==> src/rtl/polaris_pkg.sv <==
// Shared Polaris decode definitions: RV64I major opcodes, decoded format class, XLEN.
package polaris_pkg;

    localparam int XLEN = 64;

    localparam logic [6:0] OPC_LOAD      = 7'b0000011;
    localparam logic [6:0] OPC_MISC_MEM  = 7'b0001111;
    localparam logic [6:0] OPC_OP_IMM    = 7'b0010011;
    localparam logic [6:0] OPC_AUIPC     = 7'b0010111;
    localparam logic [6:0] OPC_OP_IMM_32 = 7'b0011011;
    localparam logic [6:0] OPC_STORE     = 7'b0100011;
    localparam logic [6:0] OPC_OP        = 7'b0110011;
    localparam logic [6:0] OPC_LUI       = 7'b0110111;
    localparam logic [6:0] OPC_OP_32     = 7'b0111011;
    localparam logic [6:0] OPC_BRANCH    = 7'b1100011;
    localparam logic [6:0] OPC_JALR      = 7'b1100111;
    localparam logic [6:0] OPC_JAL       = 7'b1101111;
    localparam logic [6:0] OPC_SYSTEM    = 7'b1110011;

    typedef enum logic [2:0] {
        FMT_R   = 3'd0,
        FMT_I   = 3'd1,
        FMT_S   = 3'd2,
        FMT_B   = 3'd3,
        FMT_U   = 3'd4,
        FMT_J   = 3'd5,
        FMT_SYS = 3'd6,
        FMT_BAD = 3'd7
    } fmt_t;

endpackage

==> src/rtl/inst_decoder.sv <==
// Combinational RV64I field/immediate/format decode of one instruction word.
// Latency: zero (pure combinational). Backpressure: none, no state.
// STAGE_D_ILLEGAL_EN enables illegal-encoding detection; otherwise illegal is tied to 0.
module inst_decoder
    import polaris_pkg::*;
(
    input  logic [31:0]     inst,
    output logic [4:0]      rd,
    output logic [4:0]      rs1,
    output logic [4:0]      rs2,
    output logic [XLEN-1:0] imm,
    output logic [2:0]      fmt,
    output logic            illegal
);

    fmt_t fmt_c;

    assign rd  = inst[11:7];
    assign rs1 = inst[19:15];
    assign rs2 = inst[24:20];
    assign fmt = fmt_c;

    // Every valid major opcode ends in 2'b11, so compressed words fall through to BAD.
    always_comb begin
        fmt_c = FMT_BAD;
        case (inst[6:0])
            OPC_OP, OPC_OP_32:                                fmt_c = FMT_R;
            OPC_OP_IMM, OPC_OP_IMM_32, OPC_LOAD, OPC_JALR:    fmt_c = FMT_I;
            OPC_STORE:                                        fmt_c = FMT_S;
            OPC_BRANCH:                                       fmt_c = FMT_B;
            OPC_LUI, OPC_AUIPC:                               fmt_c = FMT_U;
            OPC_JAL:                                          fmt_c = FMT_J;
            OPC_SYSTEM, OPC_MISC_MEM:                         fmt_c = FMT_SYS;
            default:                                          fmt_c = FMT_BAD;
        endcase
    end

    always_comb begin
        imm = '0;
        case (fmt_c)
            FMT_I: imm = {{52{inst[31]}}, inst[31:20]};
            FMT_S: imm = {{52{inst[31]}}, inst[31:25], inst[11:7]};
            FMT_B: imm = {{51{inst[31]}}, inst[31], inst[7], inst[30:25], inst[11:8], 1'b0};
            FMT_U: imm = {{32{inst[31]}}, inst[31:12], 12'b0};
            FMT_J: imm = {{43{inst[31]}}, inst[31], inst[19:12], inst[20], inst[30:21], 1'b0};
            default: imm = '0;
        endcase
    end

`ifdef STAGE_D_ILLEGAL_EN
    logic bad_funct7;
    assign bad_funct7 = (fmt_c == FMT_R) && (inst[31:25] != 7'b0000000) && (inst[31:25] != 7'b0100000);
    assign illegal    = (fmt_c == FMT_BAD) || bad_funct7 || (inst == 32'h0) || (inst == 32'hFFFF_FFFF);
`else
    assign illegal = 1'b0;
`endif

endmodule

==> src/rtl/stage_d.sv <==
// Polaris decode stage: in-order DEPTH-entry queue of fetched words, head decoded onto x_*.
// Latency: one cycle from accept to x_valid_o when empty; one instruction per cycle sustained.
// Backpressure: f_ready_o drops when full (no pass-through); flush empties the queue. STAGE_D_ILLEGAL_EN enables x_illegal_o.
module stage_d
    import polaris_pkg::*;
#(
    parameter int DEPTH = 2
) (
    input  logic            clk_i,
    input  logic            reset_i,
    input  logic            f_valid_i,
    output logic            f_ready_o,
    input  logic [61:0]     f_pc_i,
    input  logic [31:0]     f_inst_i,
    input  logic            flush_i,
    output logic            x_valid_o,
    input  logic            x_ready_i,
    output logic [61:0]     x_pc_o,
    output logic [31:0]     x_inst_o,
    output logic [4:0]      x_rd_o,
    output logic [4:0]      x_rs1_o,
    output logic [4:0]      x_rs2_o,
    output logic [XLEN-1:0] x_imm_o,
    output logic [2:0]      x_fmt_o,
    output logic            x_illegal_o
);

    localparam int AW = $clog2(DEPTH);
    localparam int CW = AW + 1;

    logic [61:0]   pc_mem   [DEPTH];
    logic [31:0]   inst_mem [DEPTH];
    logic [AW-1:0] rd_ptr;
    logic [AW-1:0] wr_ptr;
    logic [CW-1:0] count;
    logic          push;
    logic          pop;

    assign f_ready_o = (count != CW'(DEPTH));
    assign x_valid_o = (count != '0);
    assign push      = f_valid_i & f_ready_o;
    assign pop       = x_valid_o & x_ready_i;

    // Power-of-two depth lets the pointers wrap by plain overflow.
    always_ff @(posedge clk_i) begin
        if (!reset_i) begin
            rd_ptr <= '0;
            wr_ptr <= '0;
            count  <= '0;
        end else if (flush_i) begin
            rd_ptr <= '0;
            wr_ptr <= '0;
            count  <= '0;
        end else begin
            if (push) wr_ptr <= wr_ptr + AW'(1);
            if (pop)  rd_ptr <= rd_ptr + AW'(1);
            if (push && !pop)      count <= count + CW'(1);
            else if (pop && !push) count <= count - CW'(1);
        end
    end

    always_ff @(posedge clk_i) begin
        if (reset_i && !flush_i && push) begin
            pc_mem[wr_ptr]   <= f_pc_i;
            inst_mem[wr_ptr] <= f_inst_i;
        end
    end

    assign x_pc_o   = pc_mem[rd_ptr];
    assign x_inst_o = inst_mem[rd_ptr];

    inst_decoder u_dec (
        .inst    (x_inst_o),
        .rd      (x_rd_o),
        .rs1     (x_rs1_o),
        .rs2     (x_rs2_o),
        .imm     (x_imm_o),
        .fmt     (x_fmt_o),
        .illegal (x_illegal_o)
    );

endmodule

==> config.mk <==
export PLATFORM = sky130hd
export DESIGN_NAME = stage_d
export DESIGN_NICKNAME = d
export VERILOG_FILES = /design/src/rtl/polaris_pkg.sv /design/src/rtl/inst_decoder.sv /design/src/rtl/stage_d.sv
export SDC_FILE = /design/constraint.sdc
export NUM_CORES = 1
export LEC_CHECK = 0
export CAP_MARGIN = 25
export CORE_ASPECT_RATIO = 1.1
export CORE_MARGIN = 2
export CORE_UTILIZATION = 46
export CTS_CLUSTER_SIZE = 8
export DETAILED_ROUTE_END_ITERATION = 12
export PLACE_DENSITY = 0.81
export SLEW_MARGIN = 20
export SYNTH_ARGS = -nofsm -noshare
export SYNTH_HDL_FRONTEND = slang
export SYNTH_SLANG_ARGS = --single-unit
==> constraint.sdc <==
create_clock -name clk_i -period 9.5 [get_ports clk_i]
set_input_delay 0.95 -clock clk_i [delete_from_list [all_inputs] [get_ports clk_i]]
set_output_delay 0.95 -clock clk_i [all_outputs]
set_load 0.005 [all_outputs]
==> impl_metrics.json, run 1 <==
{
  "insertion_delay_ns": 0.42,
  "syn_inst": 481,
  "syn_nets": 581,
  "p_leak_nw": 3.79,
  "vdd_drop_max_mv": 0.127,
  "tightest_slew_ns": 0.773,
  "ff2ff_setup_slack_ns": 6.91,
  "drc": 0,
  "ff2ff_path_depth": 4,
  "grt_overflow": 0,
  "synth_top_cell_by_area": "edfxtp_1",
  "cts_buffers": 17,
  "grt_max_degree": 59,
  "via_per_inst": 5.01,
  "holdPathEnd": "rd_ptr",
  "grt_pass1_vias": 5072,
  "cts_root_buf": "clkbuf_16",
  "rr_endpoint": "inst_mem[1][8]",
  "min_path_cells": 2,
  "antenna_left": 0,
  "crit_type": "reg2out",
  "area_growth_pct": 40.4,
  "grt_pass1_wl_mm": 26.7,
  "critPathMaxFanout": 39,
  "hold_viol": 0,
  "post_cts_buffers": 0,
  "synthArstFlopShare_pct": 0,
  "crit_required_ns": 8.55,
  "final-setup-viol-count": 0,
  "vias": 4839,
  "dr.pass1.iters": 4,
  "final_cell_mix": "clkdlybuf4s50_1, edfxtp_1, mux2_2",
  "track_usage_pct": 19.3,
  "hp-start": "rd_ptr",
  "clock.fmax_ghz": 0.218,
  "grt_setup_unrepaired": "false",
  "utilization_pct": 66.3,
  "core-area_sq_mm": 0.0171,
  "final_common_cell": "clkdlybuf4s50_1",
  "final_cells": 966,
  "tns_ns": 0,
  "power.density_mw_per_mm2": 163,
  "synth_area_sq_mm": 0.00806,
  "synth_area_leaders": "edfxtp_1, mux2_2, buf_4",
  "finalCritPeriodShare_pct": 48.3,
  "antenna_found_initial": 3,
  "clock_path_buffers": 2,
  "min_path_type": "reg2reg",
  "drt_iter0_drc": 228,
  "totalWireLength_mm": 17.8,
  "cts_sinks": 193,
  "layout-drive-gt1-share_pct": 18.1,
  "layout.nets": 816,
  "synth_warnings": 0,
  "fin_worst_skew_ns": 0.00901,
  "die_w_microns": 130,
  "portBuffers": 276,
  "status": "finished, final reports clean",
  "power_mw": 1.85,
  "io_pins": 278,
  "cts_tree": "yes",
  "cts_hold_buf": 0,
  "relSlewSlack_pct": 48.5,
  "yosysSeqAreaShare_pct": 71.2,
  "synth_seq_cells": 193,
  "routedWlPerCell_microns": 18.4,
  "synth.avg_cell_area_sq_um": 16.8,
  "holdWs_ns": 0.529,
  "dp_cells": 931,
  "synth_top_area_share_pct": 70.0,
  "worstSetupStartpointType": "register",
  "synth_edf_count": 188,
  "r2r_start": "count[0]",
  "maxCapViolations": 0,
  "period_minus_slack_ns": 4.59,
  "cts.clk_slew.worst_paths_ns": 0.06,
  "htreeDepth": 4,
  "initial_core_util_pct": 47.2,
  "arrival_ns": 3.64,
  "finalMaxSlewViolations": 0,
  "dpl.hpwl_mm": 12.8,
  "ys_types": 47,
  "gp_routability_congestion": 0.877,
  "cp-end-kind": "output port",
  "row_count": 50,
  "die_y_microns": 143,
  "post_cts_resized": 0,
  "ys.flop_type": "edfxtp_1",
  "die_area_sq_mm": 0.0186
}
==> report_power, final <==
part | total [mW] | leakage, nW | internal, mW | switching [mW]
Sequential | 0.962 | 1.75 | 0.954 | 0.00806
Combinational | 0.173 | 1.76 | 0.106 | 0.0670
Clock | 0.714 | 0.291 | 0.398 | 0.316
Total | 1.85 | 3.79 | 1.46 | 0.391
==> cells in the mapped netlist, types with 2 or more instances <==
library cell	n
buf_6	5
o21ai_0	20
mux2_2	67
inv_2	2
nand3_1	2
edfxtp_1	188
a211oi_1	3
inv_4	2
nand2b_1	6
dfxtp_1	5
a21oi_1	3
nand2_1	6
o21ai_2	10
nor4_1	4
buf_1	6
xor2_1	3
mux2i_4	5
buf_4	48
nor2_1	15
inv_1	22
nor3_1	6
o22ai_1	2
buf_2	5
mux2i_1	23
==> worst max-delay path: stages, from the launching register on <==
cell and delay, ns:
dfxtp_4 0.81, mux2i_4 0.40, inv_1 0.25, nor2_1 0.24, nand3_1 0.56, o21ai_2 0.34
clkdlybuf4s50_1 0.57
==> through the flow <==
step,worst slack (ns),instance area [sq um]
2_1_floorplan,0.772,8060
3_3_place_gp,5.48,10700
3_5_place_dp,5.34,10700
4_1_cts,4.87,11300
5_1_grt,4.68,11300
6_report,4.91,11300
==> final cells by class <==
class	count	area, sq um
clock buffer	18	429
sequential	193	5750
inverter	26	103
clock inverter	14	175
antenna	3	7.51
fill	1212	5760
timing repair buffer	281	2800
tap	234	293
multi-input combinational	197	1760
==> state kept, by name (all words and copies together) (netlist names), named ones only <==
register	flops
pc_mem	124
inst_mem	64
count	2
rd_ptr	1
wr_ptr	1
==> cells by family after synthesis <==
family,after synthesis,synth area share [%]
fa+ha+maj,1,0.155
simple gates,49,3.41
buf+inv,91,7.08
flops,193,71.2
compound gates,47,4.02
xor+xnor,4,0.435
other cells,1,0.0465
mux,95,13.6
==> routing by layer <==
metal	vias up	routed length (microns)	track usage [%]
met4	0	577	8.60
met5	-	0	0
met1	2294	6660	21.7
met3	43	1550	7.23
li1	2242	-	-
met2	260	8970	32.8
==> how the worst max path moves through the flow <==
stage	slack, ns	startpoint	endpoint	depth (start not counted)
2_1_floorplan	0.77	flush_i	inst_mem[0][0]	2
3_3_place_gp	5.48	register	x_imm_o[24]	6
3_5_place_dp	5.34	register	x_imm_o[26]	6
4_1_cts	4.87	register	x_imm_o[26]	6
5_1_grt	4.68	register	x_imm_o[26]	6
6_report	4.91	register	x_imm_o[26]	6
No activity file was read; power rests on OpenSTA's default activity.
==> run 2: changes to the inputs <==
Settings changed: CORE_UTILIZATION 46 to 41, PLACE_DENSITY 0.81 to 0.76.
Clock period 9.5 ns to 4 ns, I/O delays scaled along.
==> impl_metrics.json, run 2 (synthesis results as in run 1) <==
{
  "status": "finished, final reports clean",
  "worstSetupStartpointType": "register",
  "tightest_slew_ns": 0.749,
  "crit_chain": "mux2i_4 -> inv_2 -> nor4_1 -> o21ai_1 -> nand3b_1 -> o221ai_1 -> clkdlybuf4s50_1",
  "core-area_sq_mm": 0.0192,
  "antenna_found_initial": 3,
  "grt_pass1_wl_mm": 26.1,
  "track_usage_pct": 16.9,
  "vias": 4895,
  "row_count": 53,
  "finalMaxSlewViolations": 0,
  "routedWlPerCell_microns": 18.3,
  "die_area_sq_mm": 0.0208,
  "htreeDepth": 4,
  "power.density_mw_per_mm2": 388,
  "crit_type": "reg2out",
  "antenna_left": 0,
  "vdd_drop_max_mv": 0.295,
  "grt_setup_unrepaired": "false",
  "layout.nets": 819,
  "finalCritPeriodShare_pct": 90.9,
  "p_leak_nw": 3.82,
  "dpl.hpwl_mm": 12.5,
  "crit_required_ns": 3.60,
  "insertion_delay_ns": 0.43,
  "maxCapViolations": 0,
  "tns_ns": 0,
  "die_y_microns": 151,
  "initial_core_util_pct": 41.9,
  "clock_path_buffers": 2,
  "min_path_type": "reg2reg",
  "relSlewSlack_pct": 48.6,
  "p_clk_share_pct": 39.0,
  "portBuffers": 276,
  "stdcell_area_sq_mm": 0.0114,
  "gp_routability_congestion": 0.866,
  "layout-drive-gt1-share_pct": 18.3,
  "p_sw_mw": 0.898,
  "clock.fmax_ghz": 0.275,
  "reg.largest.list": "pc_mem (124), inst_mem (64), count (2)",
  "totalWireLength_mm": 17.9,
  "cts_root_buf": "clkbuf_16",
  "critPathMaxStageDelay_ns": 0.59,
  "cts_tree": "yes",
  "cts_sinks": 193,
  "area_growth_pct": 41.4,
  "final-setup-viol-count": 0,
  "final_cell_mix": "clkdlybuf4s50_1, edfxtp_1, mux2_2",
  "cp-end-kind": "output port",
  "regMostFlops": "pc_mem",
  "grt_max_degree": 52,
  "final_common_cell": "clkdlybuf4s50_1",
  "dr.pass1.iters": 4,
  "io_pins": 278,
  "fill_cells": 1459,
  "grt_overflow": 0,
  "die_w_microns": 138,
  "arrival_ns": 3.24,
  "ff2ff_setup_slack_ns": 1.66,
  "hold_viol": 0,
  "largest_register_ffs": 124,
  "sw_frac_of_total_pct": 20.3,
  "critPathMaxFanout": 14,
  "drc": 0,
  "pwr-share-comb_pct": 9.5,
  "cts.clk_slew.worst_paths_ns": 0.07,
  "period_minus_slack_ns": 3.64,
  "place_area_sq_mm": 0.0107,
  "intPower_mw": 3.53,
  "drt_iter0_drc": 218,
  "grt_pass1_vias": 4997,
  "via_per_inst": 4.99,
  "p_seq_share_pct": 51.6,
  "cpMaxStageDelayCell": "dfxtp_4",
  "fin_worst_skew_ns": 0.0145,
  "cts_buffers": 17
}
run 2: final timing paths:
| kind | start | end | depth (start not counted) |
|---|---|---|---|
| min reg2reg | count[1] | count[1] | 2 |
| max reg2reg | count[0] | pc_mem[1][10] | 4 |
| min | count[1] | count[1] | 2 |
| max | register | x_imm_o[11] | 7 |
run 2: cell type report:
| class | instances | area (sq um) | share of cell area [%] |
|---|---|---|---|
| clock buffer | 20 | 447 | 3.92 |
| inverter | 26 | 103 | 0.900 |
| multi-input combinational | 197 | 1770 | 15.5 |
| tap | 247 | 309 | 2.71 |
| antenna | 1 | 2.50 | 0.0219 |
| sequential | 193 | 5750 | 50.4 |
| timing repair buffer | 284 | 2870 | 25.2 |
| clock inverter | 12 | 155 | 1.36 |
run 2: layer usage:
metal | track usage [%] | part of all wire [%]
met3 | 5.66 | 8.8
met2 | 30.1 | 52
met1 | 18.0 | 36
met4 | 8.01 | 3.2
met5 | 0 | 0.061
run 2: metrics by stage:
| step | util (%) | setup slack, ns | total power, mW | std cells | hold WS, ns |
|---|---|---|---|---|---|
| 2_1_floorplan | - | 0.221 | 2.49 | 481 | 0.467 |
| 6_report | 59.3 | 0.364 | 4.43 | 980 | 0.508 |
| 4_1_cts | 59.1 | 0.211 | 4.47 | 978 | 0.513 |
| 5_1_grt | 59.3 | 0.166 | 4.58 | 980 | 0.533 |
| 3_3_place_gp | 55.9 | 0.612 | 2.73 | 945 | 0.477 |
| 3_5_place_dp | 55.9 | 0.467 | 2.74 | 945 | 0.498 |
run 2: critical path, delay by kind of cell, from the launching register on:
kind                   cells  cell delay (ns)
flip-flops                 1             0.59
AND/OR/NAND/NOR            2             0.74
multiplexers               1             0.44
buffers and inverters      2             0.71
AO/OA/AOI/OAI              2             0.32
run 2: repair_timing:
action,4_1_cts,5_1_grt
hold buffers,0,0
gates resized for setup,0,0
endpoints found under the setup margin,12,2
setup buffers,1,1
cloned,0,0
run 2: power groups by stage:
stage	clock network (mW)	logic, mW	registers (mW)
after floorplan	0	0.168	2.32
after global placement	0	0.401	2.33
after detailed placement	0	0.411	2.33
after CTS	1.77	0.419	2.28
after global routing	1.84	0.451	2.28
final	1.72	0.419	2.28
